--- src/rtl/counter_mod_updown_hex.sv ---
// Modulo-N up/down counter with synchronous load, terminal-count and wrap flags,
// and a direct-drive active-low 7-segment hex readout (one digit per nibble).
module counter_mod_updown_hex #(
  parameter int WIDTH   = 8,
  parameter int MODULUS = 256,
  parameter bit BLANK   = 1'b0
) (
  input  logic                   clk,
  input  logic                   aclr,
  input  logic                   enable,
  input  logic                   up,
  input  logic                   load,
  input  logic [WIDTH-1:0]       d,
  output logic [WIDTH-1:0]       q,
  output logic                   tc,
  output logic                   wrap,
  output logic [7*(WIDTH/4)-1:0] hex
);

  localparam int DIGITS = WIDTH / 4;
  localparam int WP1    = WIDTH + 1;
  // MODULUS may equal 2^WIDTH, so the load range check is done one bit wider
  localparam logic [WIDTH:0]   MOD_EXT = WP1'(MODULUS);
  localparam logic [WIDTH-1:0] MAX_C   = WIDTH'(MODULUS - 1);
  localparam logic [WIDTH-1:0] ZERO_C  = {WIDTH{1'b0}};
  localparam logic [WIDTH-1:0] ONE_C   = {{(WIDTH-1){1'b0}}, 1'b1};

  logic [WIDTH-1:0] q_r;
  logic [WIDTH-1:0] q_next_s;
  logic             wrap_r;
  logic             wrap_next_s;

  function automatic logic [6:0] seg7(input logic [3:0] nib);
    case (nib)
      4'h0:    seg7 = 7'b0000001;
      4'h1:    seg7 = 7'b1001111;
      4'h2:    seg7 = 7'b0010010;
      4'h3:    seg7 = 7'b0000110;
      4'h4:    seg7 = 7'b1001100;
      4'h5:    seg7 = 7'b0100100;
      4'h6:    seg7 = 7'b0100000;
      4'h7:    seg7 = 7'b0001111;
      4'h8:    seg7 = 7'b0000000;
      4'h9:    seg7 = 7'b0000100;
      4'hA:    seg7 = 7'b0001000;
      4'hB:    seg7 = 7'b1100000;
      4'hC:    seg7 = 7'b0110001;
      4'hD:    seg7 = 7'b1000010;
      4'hE:    seg7 = 7'b0110000;
      4'hF:    seg7 = 7'b0111000;
      default: seg7 = 7'b1111111;
    endcase
  endfunction

  // Next count and wrap: load (saturating) beats enable beats hold
  always_comb begin
    q_next_s    = q_r;
    wrap_next_s = 1'b0;
    if (load) begin
      if ({1'b0, d} < MOD_EXT) begin
        q_next_s = d;
      end else begin
        q_next_s = MAX_C;
      end
    end else if (enable) begin
      if (up) begin
        if (q_r == MAX_C) begin
          q_next_s    = ZERO_C;
          wrap_next_s = 1'b1;
        end else begin
          q_next_s = q_r + ONE_C;
        end
      end else begin
        if (q_r == ZERO_C) begin
          q_next_s    = MAX_C;
          wrap_next_s = 1'b1;
        end else begin
          q_next_s = q_r - ONE_C;
        end
      end
    end else begin
      q_next_s = q_r;
    end
  end

  // Count and wrap registers, cleared asynchronously by aclr
  always_ff @(posedge clk or negedge aclr) begin
    if (!aclr) begin
      q_r    <= ZERO_C;
      wrap_r <= 1'b0;
    end else begin
      q_r    <= q_next_s;
      wrap_r <= wrap_next_s;
    end
  end

  assign q    = q_r;
  assign wrap = wrap_r;
  // Kept combinational so it can feed the enable of a cascaded stage
  assign tc   = enable & ~load & (up ? (q_r == MAX_C) : (q_r == ZERO_C));

  for (genvar k = 0; k < DIGITS; k++) begin : g_digit
    logic [3:0] nib_s;
    assign nib_s = q_r[4*k+3:4*k];
    if (BLANK && (k > 0)) begin : g_blank
      // Digit is lit only if it or any more significant nibble is non-zero
      logic upper_nz_s;
      assign upper_nz_s      = |q_r[WIDTH-1:4*k];
      assign hex[7*k+6:7*k]  = upper_nz_s ? seg7(nib_s) : 7'b1111111;
    end else begin : g_show
      assign hex[7*k+6:7*k]  = seg7(nib_s);
    end
  end

endmodule

--- config.mk ---
export PLATFORM = sky130hd
export DESIGN_NAME = counter_mod_updown_hex
export DESIGN_NICKNAME = d
export VERILOG_FILES = /design/src/rtl/counter_mod_updown_hex.sv
export SDC_FILE = /design/constraint.sdc
export NUM_CORES = 1
export LEC_CHECK = 0
export ABC_AREA = 0
export CAP_MARGIN = 25
export CORE_MARGIN = 2
export CORE_UTILIZATION = 40
export CTS_CLUSTER_SIZE = 10
export DETAILED_ROUTE_END_ITERATION = 10
export DONT_BUFFER_PORTS = 1
export HOLD_SLACK_MARGIN = 0.06
export SYNTH_ARGS = -nofsm -noshare
export SYNTH_HDL_FRONTEND = slang
export SYNTH_SLANG_ARGS = --single-unit
--- constraint.sdc ---
create_clock -name clk -period 2.1 [get_ports clk]
set_input_delay 0.105 -clock clk [delete_from_list [all_inputs] [get_ports clk]]
set_output_delay 0.105 -clock clk [all_outputs]
set_load 0.005 [all_outputs]
Yosys cells after proc, flatten, opt, wreduce, memory -nomap -nowiden --
Memories as Yosys holds them, arrays and structs flattened. Cells that the tools add are included.
Storage, ports and cells: register bits after elaboration 9, memory bits (read-only) 224, input port bits 13, output and inout port bits 24, logic and storage cells 23, memories 2
Memory list:
- (name not given) | depth 16, bits a word 7, rd ports 1, clocked after memory_dff 0, write ports 0, RTL line 34 | case (nib)
- (name not given) | depth 16, bits a word 7, rd ports 1, clocked after memory_dff 0, write ports 0, RTL line 34
Operators by class: add/sub/neg operators 2, eq/ne operators 1, mux-type cells 11, bitwise logic cells 3, reduce and logical (&&, ||, !) cells 2
Operator list (number):
- 8-bit two-way mux | 5
- 8-bit by 1-bit adder with 8-bit output, second input constant | 1
- 8-bit equality test, second input constant | 1
- 8-bit logical NOT | 1
- 8-bit by 1-bit subtractor with 8-bit output, second input constant | 1
- 1-bit two-way mux | 6
- 1-bit AND | 2
- 2-bit nonzero test | 1
- 1-bit NOT | 1

Depth between registers and ports, before layout --
Gate-level depths: netlist of the first run.
word-level depth 5, mapped depth 8, mapped depth without buffers 7

Worst setup path before layout of the first run --
OpenSTA, ideal clock, no wires.
path kind register to register, start point register q_r[0], in the netlist q[0], end point register q_r[4], in the netlist q[4], setup time 0.135 ns, arrival 1.563 ns, required time 1.965 ns, setup slack 0.402 ns, cell stages (with the launch flop) 8, buffers on the path 1, period minus slack after synthesis 1.698 ns, cell sequence dfrtp_1 > buf_2 > inv_1 > ha_1 > a41oi_2 > o21ai_0 > a31oi_1 > o21ai_0
Between the ends: cells in the longest elaborated chain, start to end 5, elaborated cells between the ends (all ways) 9, those cells by class add/sub (2); eq/ne (1); mux (5); reduce/logical (1)
Ends and longest elaborated chain:
- start: declaration | RTL line 28 | logic [WIDTH-1:0] q_r;
- start signal: assignment | RTL line 92 | q_r <= q_next_s;
- 8-bit by 1-bit subtractor with 8-bit output (tied with other cells) | RTL line 78 | q_next_s = q_r - ONE_C;
- 8-bit two-way mux (on tied branches) | RTL line 74, 67
- 8-bit two-way mux * | RTL line 66 | if (up) begin
- 8-bit two-way mux * | RTL line 65 | end else if (enable) begin
- 8-bit two-way mux * | RTL line 59 | if (load) begin
Mark *: on every way between the ends. The rest lies on a longest branch, timed or not. The select of a mux whose other input is x is not followed. A chain may end at the register's enable or synchronous reset.

Worst setup path in the final report of the first run --
start point register q_r[1], in the netlist q[1], end point output tc
Between the ends: cells in the longest elaborated chain, start to end 3, elaborated cells between the ends (all ways) 4, those cells by class eq/ne (1); mux (1); bitwise (1); reduce/logical (1)
Ends and longest elaborated chain:
- 8-bit equality test or 8-bit logical NOT (tied branches) | RTL line 100 | assign tc = enable & ~load & (up ? (q_r == MAX_C) : (q_r == ZERO_C));
- 1-bit two-way mux * | RTL line 100
- 1-bit AND * | RTL line 100
- end: declaration | RTL line 15 | output logic tc,
Mark *: on every way between the ends. The rest lies on a longest branch, timed or not.

==> PnR_summary.wiki, run 1 <==
{| class="wikitable"
! Metric !! Value
|-
| Initial detailed-routing violation count || 44
|-
| Clock latency reported for the late side of the worst-skew pair || 0.27 ns
|-
| Ratio of final minimum period to clock period || 0.919
|-
| Proportion of synthesized chip area in sequential cells || 0.179
|-
| Buffer cell driving the clock tree root || sky130_fd_sc_hd__clkbuf_4
|-
| DRC violations left || 0
|-
| Power per cell area || 526 nW/um2
|-
| Vias in the first global route || 1,230
|-
| YS warnings || 0
|-
| H-tree levels || 1
|-
| Most used routing layer || met2
|-
| Die Outline Area || 3600 um2
|-
| Critical Path RT || 2.00 ns
|-
| Setup repair after global routing missed its margin || no
|-
| Average cell area after synthesis || 7.75 um2
|-
| Number of nets with antenna violations after routing || 0
|-
| Crit path arrival time || 1.82 ns
|-
| Final Max Slew Viols || 0
|-
| Met2 GRT Util || 0.335
|-
| Static Leakage || 0.627 nW
|-
| Pin count of the biggest net entering global routing || 18
|-
| Gate count after technology mapping || 162
|-
| Relative slew slack || 0.701
|-
| Number of cells traversed by the worst hold path || 2
|-
| CTS sink count || 9
|-
| Overall die height || 60.0 um
|-
| Highest clock rate || 518 MHz
|-
| Minimum clock period || 1.93 ns
|-
| Congestion Overflow GR || 0
|-
| Average vias per placed instance || 5.77
|-
| Area share of the leading cell type in the synthesized netlist || 0.179
|-
| Site row count || 20
|-
| Max Clock Skew || 0.000478 ns
|-
| Post-Route Setup TNS || 0 ns
|-
| Final RePlAce weighted congestion || 0.856
|-
| Setup violation total in the final timing report || 0
|-
| Most frequent cells in the layout || 14 x sky130_fd_sc_hd__nor2_1, 13 x sky130_fd_sc_hd__a21oi_1, 12 x sky130_fd_sc_hd__nand2_1, 12 x sky130_fd_sc_hd__ha_1
|-
| Maximum buffer depth of the clock tree || 2
|-
| Commonest register cell after synthesis || sky130_fd_sc_hd__dfrtp_1
|-
| Drt first pass iters || 4
|-
| Post-Syn Nets || 187
|-
| Post-CTS clock slew at the launch and capture registers of the worst setup and hold paths || 0.06 ns
|-
| Setup Crit Path Kind || reg -> out
|-
| WL final || 3.63 mm
|-
| GR met3 Demand/Resource || 0.0325
|-
| Kind of launch point of the worst setup path || register
|-
| Width of the die || 60.0 um
|-
| Post-layout nets || 203
|-
| Number of max-cap violations || 0
|-
| Fraction of layout cells with a size suffix above 1 || 0.147
|-
| Area growth syn-to-layout || 16.7%
|-
| Count of input and output buffers || 0
|-
| Proportion of synthesized flip-flops having asynchronous set or reset || 1.00
|-
| Top Ports || 37
|-
| Library cell occupying the most area in the post-synthesis netlist || sky130_fd_sc_hd__dfrtp_1
|-
| First-pass GRT wire length || 5.92 mm
|-
| Number of antenna diodes || 0
|-
| Filler cells || 294
|-
| Number of hold-slack violations in the final timing report || 0
|-
| Clock buffer count from CTS || 3
|-
| Highest fanout seen on the critical path || 9
|-
| Worst setup EP type || primary output
|-
| Count of buffers added by post-CTS timing repair for setup || 0
|-
| Cell area after technology mapping || 1260 um2
|-
| Routed length per placed instance || 16.4 um
|-
| Total chip power || 0.771 mW
|-
| Measured slew at the worst slew-check pin || 0.448 ns
|-
| Vias after detailed routing || 1,276
|-
| Gr usage total || 0.217
|-
| Main area contributors after synthesis || sky130_fd_sc_hd__dfrtp_1 18%, sky130_fd_sc_hd__ha_1 12%, sky130_fd_sc_hd__a21oi_1 5.2%, sky130_fd_sc_hd__mux2i_1 4.8%, sky130_fd_sc_hd__nor2_1 4.5%
|-
| Most frequent standard cell in the layout excluding fill and tap cells || sky130_fd_sc_hd__nor2_1
|-
| GRT met1 Usage || 0.305
|-
| Starting utilization of the core area || 0.415
|-
| Number of register bits inferred by synthesis || 9
|-
| Hold WC Path Type || in -> reg
|-
| FF-to-FF path depth || 6
|-
| Antenna violations before repair || 0
|-
| Core outline area || 3030 um2
|-
| Largest voltage drop on the vdd net || 319 uV
|-
| Detail Placement HPWL || 2.64 mm
|-
| Clock tree from TritonCTS || built
|-
| Status || finished, final reports clean
|-
| Number of flops mapped to enable cells by yosys || 0
|-
| Number of unique standard cell types used by synthesis || 45
|}
-- cell families (layout without fill, tap and decap cells) --
| logic type | count (synthesis) | count (layout) | share of synthesized area |
|---|---|---|---|
| compound gates | 50 | 50 | 0.265 |
| xor+xnor | 5 | 5 | 0.0349 |
| fa+ha+maj | 12 | 12 | 0.120 |
| buf+inv | 22 | 37 | 0.0827 |
| flops | 9 | 9 | 0.179 |
| mux | 8 | 8 | 0.0837 |
| simple gates | 56 | 56 | 0.235 |
-- Yosys cell counts (3+ instances only) --
library cell	count
sky130_fd_sc_hd__buf_4	3
sky130_fd_sc_hd__nand2_1	12
sky130_fd_sc_hd__nand3_1	7
sky130_fd_sc_hd__nor2_1	15
sky130_fd_sc_hd__a31oi_1	4
sky130_fd_sc_hd__dfrtp_1	9
sky130_fd_sc_hd__mux2i_1	6
sky130_fd_sc_hd__o21ai_0	11
sky130_fd_sc_hd__nor3_1	5
sky130_fd_sc_hd__o31ai_1	4
sky130_fd_sc_hd__inv_1	11
sky130_fd_sc_hd__ha_1	12
sky130_fd_sc_hd__nand2b_1	5
sky130_fd_sc_hd__xnor2_1	4
sky130_fd_sc_hd__clkbuf_1	3
sky130_fd_sc_hd__a21oi_1	13
-- routing by layer --
metal,wire length [um],vias up
li1,-,612
met1,1700,610
met2,1640,50
met3,250,4
met4,34,0
met5,0,-
-- repair_timing --
action,CTS,global route
gates resized for setup,0,1
hold endpoints to repair,18,0
hold buffers,11,0
setup endpoints to repair,0,1
-- final timing paths --
kind | to | from | slack (ns)
setup / recovery | tc | q[1]$_DFFE_PN0P_ | 0.17
hold / removal | q[6]$_DFFE_PN0P_ | enable | 0.07
setup reg to reg | q[4]$_DFFE_PN0P_ | q[0]$_DFFE_PN0P_ | 0.26
hold reg to reg | q[0]$_DFFE_PN0P_ | q[0]$_DFFE_PN0P_ | 0.77
max in group asynchronous | q[3]$_DFFE_PN0P_ | aclr | 1.60
min in group asynchronous | q[2]$_DFFE_PN0P_ | aclr | 0.20
-- layout make-up --
| type | instances | area (um2) | share of cell area |
|---|---|---|---|
| inverters | 12 | 45.0 | 0.0307 |
| flip-flops and latches | 9 | 225 | 0.154 |
| multi-input cells | 131 | 930 | 0.634 |
| clock buffers | 4 | 26.3 | 0.0179 |
| repair buffers | 21 | 185 | 0.126 |
| well taps | 44 | 55.1 | 0.0375 |
-- flip-flops by register name (all words and copies together) (netlist names) --
name / flops
q: 8
wrap: 1
-- power by group --
group	internal (mW)	switching, mW
Clock	0.0736	0.0665
Sequential	0.190	0.0325
Combinational	0.175	0.233
-- critical path: stages, from the launching register on --
cell and delay (ns):
sky130_fd_sc_hd__dfrtp_1 0.52, sky130_fd_sc_hd__ha_1 0.23, sky130_fd_sc_hd__nand4_1 0.25, sky130_fd_sc_hd__nor2_2 0.30
sky130_fd_sc_hd__a21oi_1 0.13, sky130_fd_sc_hd__nor2_1 0.14
-- through the flow --
stage | worst slack (ns) | util | std cells | hold slack, ns | instance area [um2]
after floorplan | 0.402 | - | 162 | -0.191 | 1260
after global placement | 0.283 | 0.438 | 206 | -0.190 | 1330
after detailed placement | 0.271 | 0.438 | 206 | -0.190 | 1330
after CTS | 0.0983 | 0.483 | 221 | 0.0647 | 1460
after global routing | 0.0329 | 0.484 | 221 | 0.0862 | 1470
final | 0.171 | 0.484 | 221 | 0.0662 | 1470
Note: power is estimated with default switching activity, not from simulation.
==> run 2: changes to the inputs <==
--- a/config.mk
+++ b/config.mk
@@ -13,6 +13,7 @@
 export DETAILED_ROUTE_END_ITERATION = 10
 export DONT_BUFFER_PORTS = 1
 export HOLD_SLACK_MARGIN = 0.06
+export SETUP_SLACK_MARGIN = 0.4
 export SYNTH_ARGS = -nofsm -noshare
 export SYNTH_HDL_FRONTEND = slang
 export SYNTH_SLANG_ARGS = --single-unit
==> run 2 against run 1 <==
Net effect: worst setup slack better by 0.21 ns; critical path depth up 1; flip-flop and latch count is the same; die area did not move; maximum frequency is 12% higher; critical path type is now reg -> reg.
==> PnR_summary.wiki, run 2 (synthesis results as in run 1) <==
{| class="wikitable"
! Metric !! Value
|-
| Hold WC Path Type || in -> reg
|-
| Pin count of the biggest net entering global routing || 18 (unchanged)
|-
| Number of nets with antenna violations after routing || 0 (unchanged)
|-
| Vias in the first global route || 1,261 (+2.5%)
|-
| Capture endpoint of the worst hold path || q[6]$_DFFE_PN0P_
|-
| Starting utilization of the core area || 0.415 (unchanged)
|-
| Number of flip-flops in the largest register || 8 (unchanged)
|-
| Static Leakage || 0.720 nW (+15%)
|-
| Congestion Overflow GR || 0 (unchanged)
|-
| Reg2Reg Launch Point || q[1]$_DFFE_PN0P_
|-
| Number of antenna diodes || 0 (unchanged)
|-
| Routed length on met1 || 1.77 mm (+4.1%)
|-
| Placed Instances || 206 (unchanged)
|-
| Crit path arrival time || 1.88 ns (+0.06 ns)
|-
| Met2 routed WL || 1.96 mm (+20%)
|-
| Drt first pass iters || 4 (unchanged)
|-
| Worst reg-to-reg setup slack || 0.38 ns (+0.12 ns)
|-
| WL final || 4.11 mm (+13%)
|-
| Max Clock Skew || 0.00362 ns (+0.00314 ns)
|-
| Average vias per placed instance || 5.74 (-0.59%)
|-
| Setup violation total in the final timing report || 0 (unchanged)
|-
| Clock latency reported for the late side of the worst-skew pair || 0.27 ns (about the same)
|-
| Fraction of layout cells with a size suffix above 1 || 0.371 (+0.224)
|-
| Measured slew at the worst slew-check pin || 0.444 ns (-0.00432 ns)
|-
| Kind of launch point of the worst setup path || register
|-
| Post-CTS clock slew at the launch and capture registers of the worst setup and hold paths || 0.06 ns (about the same)
|-
| Die Outline Area || 3600 um2 (unchanged)
|-
| Final Max Slew Viols || 0 (unchanged)
|-
| FF-to-FF path depth || 6 (unchanged)
|-
| Ratio of final minimum period to clock period || 0.820 (-0.0989)
|-
| Minimum clock period || 1.72 ns (-0.208 ns)
|-
| Post-layout nets || 220 (+8.4%)
|-
| Most frequent standard cell in the layout excluding fill and tap cells || sky130_fd_sc_hd__buf_4
|-
| Site row count || 20 (unchanged)
|-
| Vias after detailed routing || 1,366 (+7.1%)
|-
| Start point of the worst hold path || enable
|-
| CTS sink count || 9 (unchanged)
|-
| Number of max-cap violations || 0 (unchanged)
|-
| Core outline area || 3030 um2 (unchanged)
|-
| Routed wl met3 || 305 um (+22%)
|-
| Relative slew slack || 0.703 (+0.00190)
|-
| Post-route insts no fill || 238 (+7.7%)
|-
| Area growth syn-to-layout || 41.8%
|-
| H-tree levels || 1 (unchanged)
|-
| Most frequent cells in the layout || 21 x sky130_fd_sc_hd__buf_4, 13 x sky130_fd_sc_hd__nor2_1, 12 x sky130_fd_sc_hd__nand2_1, 11 x sky130_fd_sc_hd__a21oi_1, 11 x sky130_fd_sc_hd__dlygate4sd3_1
|-
| Initial detailed-routing violation count || 70 (+59%)
|-
| Largest voltage drop on the vdd net || 328 uV (+2.7%)
|-
| Worst setup EP type || register
|-
| Gr usage total || 0.225 (+0.00859)
|-
| Antenna violations before repair || 0 (unchanged)
|-
| Setup Crit Path Kind || reg -> reg
|-
| Width of the die || 60.0 um (unchanged)
|-
| Highest clock rate || 581 MHz (+12%)
|-
| Setup repair after global routing missed its margin || yes
|-
| First-pass GRT wire length || 6.09 mm (+2.8%)
|-
| Buffer cell driving the clock tree root || sky130_fd_sc_hd__clkbuf_4
|-
| Number of hold-slack violations in the final timing report || 0 (unchanged)
|-
| Power per cell area || 506 nW/um2 (-3.8%)
|-
| DRC violations left || 0 (unchanged)
|-
| Top Ports || 37 (unchanged)
|-
| R2r endpoint || q[7]$_DFFE_PN0P_
|-
| Highest routed metal layer || met4
|-
| Routed length per placed instance || 17.2 um (+5.1%)
|-
| Post-Route Setup TNS || 0 ns (unchanged)
|-
| Critical Path RT || 2.26 ns (+0.26 ns)
|-
| Clock tree from TritonCTS || built
|-
| Overall die height || 60.0 um (unchanged)
|-
| Maximum buffer depth of the clock tree || 2 (unchanged)
|-
| Number of cells traversed by the worst hold path || 2 (unchanged)
|-
| Count of input and output buffers || 0 (unchanged)
|-
| Clock buffer count from CTS || 3 (unchanged)
|-
| Detail Placement HPWL || 2.64 mm (unchanged)
|-
| Final RePlAce weighted congestion || 0.856 (unchanged)
|-
| Highest fanout seen on the critical path || 5 (-4)
|-
| Status || finished, final reports clean
|}
run 2: changes by cell type in the layout (fill, tap and decap cells not counted), sizes merged:
cell | before | now
buf | 10 | 27
run 2: worst max-delay path, stage by stage (launching register included):
cell	delay [ns]
sky130_fd_sc_hd__dfrtp_2	0.47
sky130_fd_sc_hd__buf_6	0.14
sky130_fd_sc_hd__or3_4	0.41
sky130_fd_sc_hd__nor4_4	0.18
sky130_fd_sc_hd__xnor2_1	0.19
sky130_fd_sc_hd__o2bb2ai_2	0.15
sky130_fd_sc_hd__o21ai_2	0.06
run 2: layout make-up:
class	instances	area (um2)
clock buffers	4	26.3
flip-flops and latches	9	231
inverters	12	48.8
multi-input cells	131	1080
fillers	256	1250
well taps	44	55.1
repair buffers	38	335
run 2: stage by stage:
stage / power [mW] / area, um2 / setup WS [ns] / util / hold slack (ns)
CTS: 0.814 / 1570 / 0.383 / 0.518 / 0.0647
global route: 0.956 / 1780 / 0.339 / 0.588 / 0.0856
finish: 0.902 / 1780 / 0.379 / 0.588 / 0.0597
floorplan: 0.522 / 1260 / 0.402 / - / -0.191
detailed placement: 0.609 / 1330 / 0.271 / 0.438 / -0.190
global placement: 0.601 / 1330 / 0.283 / 0.438 / -0.190
run 2: routing by layer:
metal | track usage | vias to the layer above
met1 | 0.303 | 654
met5 | 0 | -
met2 | 0.359 | 60
met4 | 0.0857 | 0
met3 | 0.0390 | 7
li1 | - | 645
run 2: timing repair:
action,in CTS,in global routing
gates resized for setup,14,33
pin swaps,1,10
setup endpoints to repair,11,13
gates cloned,0,0
hold buffers,11,0
buffers inserted,8,9
endpoints found under the hold margin,18,0
run 2: worst max path at each step:
stage	from	end	cells after the start	slack, ns
floorplan	q[0]$_DFFE_PN0P_	q[4]$_DFFE_PN0P_	7	0.40
global placement	q[4]$_DFFE_PN0P_	q[3]$_DFFE_PN0P_	6	0.28
detailed placement	q[4]$_DFFE_PN0P_	q[3]$_DFFE_PN0P_	6	0.27
CTS	q[4]$_DFFE_PN0P_	tc	5	0.38
global route	q[1]$_DFFE_PN0P_	q[7]$_DFFE_PN0P_	6	0.34
finish	q[1]$_DFFE_PN0P_	q[7]$_DFFE_PN0P_	6	0.38
run 2: report_power, final:
part	internal [mW]	total [mW]	switching, mW
registers	0.193	0.230	0.0368
logic	0.252	0.531	0.280
clock network	0.0736	0.141	0.0669
==> run 3: changes to the inputs <==
==> constraint.sdc (replaced) <==
create_clock -name clk -period 1.38 [get_ports clk]
set_input_delay 0.069 -clock clk [delete_from_list [all_inputs] [get_ports clk]]
set_output_delay 0.069 -clock clk [all_outputs]
set_load 0.005 [all_outputs]
==> run 3 against run 2 <==
Net effect: the run now ends with negative setup slack left; sequential share of layout area down 2.9 points; critical path depth down 2; largest power group unchanged; die area unchanged; combinational power up 120%; non-clock buffer count up 25; highest routed layer unchanged; power up 93%; via count up 7.4%; flip-flop and latch count unchanged; core utilization up 18 points; count of clock-buffer cells in the layout unchanged; critical path type is now reg -> out; sequential power up 51%; clock skew about the same.
==> PnR_summary.wiki, run 3 (synthesis results as in run 1) <==
{| class="wikitable"
! Metric !! Value
|-
| Power per cell area || 752 nW/um2 (+49%)
|-
| Number of antenna diodes || 0 (unchanged)
|-
| Vias after detailed routing || 1,467 (+7.4%)
|-
| CTS sink count || 9 (unchanged)
|-
| FF-to-FF path depth || 7 (+1)
|-
| Measured slew at the worst slew-check pin || 0.438 ns (-0.00583 ns)
|-
| Switching part of the total power || 0.415 (-0.0108)
|-
| Post-CTS clock slew at the launch and capture registers of the worst setup and hold paths || 0.06 ns (about the same)
|-
| Worst path setup slack after routing || -0.304 ns (-0.682 ns)
|-
| Place WS || -0.220 ns (-0.491 ns)
|-
| Most used routing layer || met2
|-
| Clock latency reported for the late side of the worst-skew pair || 0.26 ns (about the same)
|-
| DRC violations left || 0 (unchanged)
|-
| Capture point of the worst path || hex[3]
|-
| Average vias per placed instance || 5.58 (-2.8%)
|-
| Congestion Overflow GR || 0 (unchanged)
|-
| Internal power || 1.02 mW (+97%)
|-
| Crit path arrival time || 1.61 ns (-0.27 ns)
|-
| Die Outline Area || 3600 um2 (unchanged)
|-
| First element of the critical path || q[0]$_DFFE_PN0P_
|-
| Highest fanout seen on the critical path || 7 (+2)
|-
| Number of hold-slack violations in the final timing report || 0 (unchanged)
|-
| Starting utilization of the core area || 0.415 (unchanged)
|-
| WL final || 4.62 mm (+12%)
|-
| Antenna violations before repair || 0 (unchanged)
|-
| Max Clock Skew || 0.00342 ns (-0.000196 ns)
|-
| Violated checks || negative setup slack
|-
| Number of max-cap violations || 0 (unchanged)
|-
| Most frequent cells in the layout || 25 x sky130_fd_sc_hd__buf_4, 23 x sky130_fd_sc_hd__buf_6, 12 x sky130_fd_sc_hd__ha_4, 12 x sky130_fd_sc_hd__dlygate4sd3_1
|-
| Static Leakage || 0.910 nW (+26%)
|-
| Logic gate share of total power || 0.680 (+0.091)
|-
| Final RePlAce weighted congestion || 0.837 (-2.2%)
|-
| Post-layout nets || 245 (+11%)
|-
| Top Ports || 37 (unchanged)
|-
| Share of power burned in registers || 0.200 (-0.055)
|-
| Clock buffer count from CTS || 3 (unchanged)
|-
| Final Max Slew Viols || 0 (unchanged)
|-
| Count of input and output buffers || 0 (unchanged)
|-
| Routed length per placed instance || 17.6 um (+1.8%)
|-
| Overall die height || 60.0 um (unchanged)
|-
| Largest voltage drop on the vdd net || 504 uV (+54%)
|-
| Filler cells || 194 (-24%)
|-
| Pin count of the biggest net entering global routing || 15 (-3)
|-
| GRT met1 Usage || 0.345 (+0.0424)
|-
| Area growth syn-to-layout || 84.2%
|-
| GR met3 Demand/Resource || 0.0238 (-0.0152)
|-
| Clock tree from TritonCTS || built
|-
| Number of flip-flops in the largest register || 8 (unchanged)
|-
| Critical Path RT || 1.31 ns (-0.95 ns)
|-
| Setup repair after global routing missed its margin || yes
|-
| Setup violation total in the final timing report || 22 (+22)
|-
| Site row count || 20 (unchanged)
|-
| Final core utilization || 0.764 (+0.176)
|-
| Status || finished with violations
|-
| R2r endpoint || q[7]$_DFFE_PN0P_
|-
| Post-Route Setup TNS || -3.67 ns (-3.67 ns)
|-
| Cells along the critical path || buf_6, buf_4, ha_4, mux4_2
|-
| Minimum clock period || 1.68 ns
|-
| Vias in the first global route || 1,493 (+18%)
|-
| Net switching component of the power || 0.721 mW (+88%)
|-
| Reg2Reg Launch Point || q[0]$_DFFE_PN0P_
|-
| First-pass GRT wire length || 7.15 mm (+17%)
|-
| Worst setup EP type || primary output
|-
| Placed Instances || 234 (+14%)
|-
| Kind of launch point of the worst setup path || register
|-
| Start point of the worst hold path || enable
|-
| Setup Crit Path Kind || reg -> out
|-
| Highest clock rate || 594 MHz
|-
| Core outline area || 3030 um2 (unchanged)
|-
| Met2 GRT Util || 0.457 (+0.0978)
|-
| Hold WC Path Type || in -> reg
|-
| Ratio of final minimum period to clock period || 1.22
|-
| Fraction of layout cells with a size suffix above 1 || 0.571 (+0.200)
|-
| Share of power burned in the clock network || 0.120 (-0.036)
|-
| H-tree levels || 1 (unchanged)
|-
| Relative slew slack || 0.707 (+0.00390)
|-
| Area occupied by multi-input gates || 1310 um2 (+21%)
|-
| Maximum single-stage delay on the critical path || 0.47 ns (about the same)
|-
| Post-route insts no fill || 263 (+11%)
|-
| Gr usage total || 0.266 (+0.0403)
|-
| Initial detailed-routing violation count || 89 (+27%)
|-
| Drt first pass iters || 4 (unchanged)
|-
| Detail Placement HPWL || 2.92 mm (+10%)
|-
| Buffer cell driving the clock tree root || sky130_fd_sc_hd__clkbuf_4
|-
| Number of nets with antenna violations after routing || 0 (unchanged)
|-
| Most frequent standard cell in the layout excluding fill and tap cells || sky130_fd_sc_hd__buf_4
|-
| Slowest cell on crit path || sky130_fd_sc_hd__mux4_2
|-
| Area used by sequential logic in the layout || 233 um2 (+0.54%)
|-
| Width of the die || 60.0 um (unchanged)
|-
| Worst reg-to-reg setup slack || -0.30 ns (-0.68 ns)
|-
| Maximum buffer depth of the clock tree || 2 (unchanged)
|}
-- run 3: cell types whose count changed in the layout (fill, tap and decap cells not counted), moves of 5 or more --
cell,previous run,this run
sky130_fd_sc_hd__o21ai_1,1,6
sky130_fd_sc_hd__buf_6,6,23
sky130_fd_sc_hd__nor2_1,13,5
sky130_fd_sc_hd__o21ai_0,10,3
sky130_fd_sc_hd__ha_4,6,12
-- run 3: how the worst min path moves through the flow --
stage                             to  slack [ns]  depth (start not counted)
finish              q[0]$_DFFE_PN0P_        0.07                          2
global route        q[7]$_DFFE_PN0P_        0.08                          3
CTS                 q[7]$_DFFE_PN0P_        0.07                          3
detailed placement  q[7]$_DFFE_PN0P_       -0.23                          0
global placement    q[7]$_DFFE_PN0P_       -0.23                          0
floorplan           q[0]$_DFFE_PN0P_       -0.23                          0
-- run 3: layout make-up --
type / count / share of cell area
flip-flops and latches: 9 / 0.101
well taps: 44 / 0.0238
repair buffers: 63 / 0.271
multi-input cells: 131 / 0.565
clock buffers: 4 / 0.0114
inverters: 12 / 0.0281
-- run 3: per-stage QoR --
step,hold slack [ns],area [um2],power [mW]
4_1_cts,0.0719,2150,1.58
2_1_floorplan,-0.227,1360,0.866
3_3_place_gp,-0.226,1640,1.10
6_report,0.0698,2310,1.74
5_1_grt,0.0784,2310,1.84
3_5_place_dp,-0.226,1640,1.12
-- run 3: what timing repair did --
action | CTS | global route
gates cloned | 0 | 1
resized for setup | 70 | 25
setup endpoints to repair | 26 | 30
hold endpoints to repair | 18 | 0
setup buffers | 9 | 3
hold buffers | 12 | 0
pin swaps | 32 | 26
-- run 3: power groups by stage --
stage               combinational (mW)  clock (mW)  sequential (mW)
floorplan                        0.516           0            0.350
global placement                 0.765           0            0.336
detailed placement               0.779           0            0.337
CTS                               1.03       0.214            0.341
global route                      1.26       0.229            0.352
finish                            1.18       0.208            0.348
-- run 3: routing by layer --
metal | vias up | share of wire
li1 | 710 | -
met1 | 696 | 0.43
met2 | 52 | 0.51
met3 | 9 | 0.044
met4 | 0 | 0.020
met5 | - | 0
-- run 3: critical path: cells and delay by family (launching register included) --
| family | cells | cell delay, ns |
|---|---|---|
| buf+inv | 2 | 0.30 |
| mux | 1 | 0.47 |
| fa+ha+maj | 1 | 0.18 |
| flops | 1 | 0.40 |
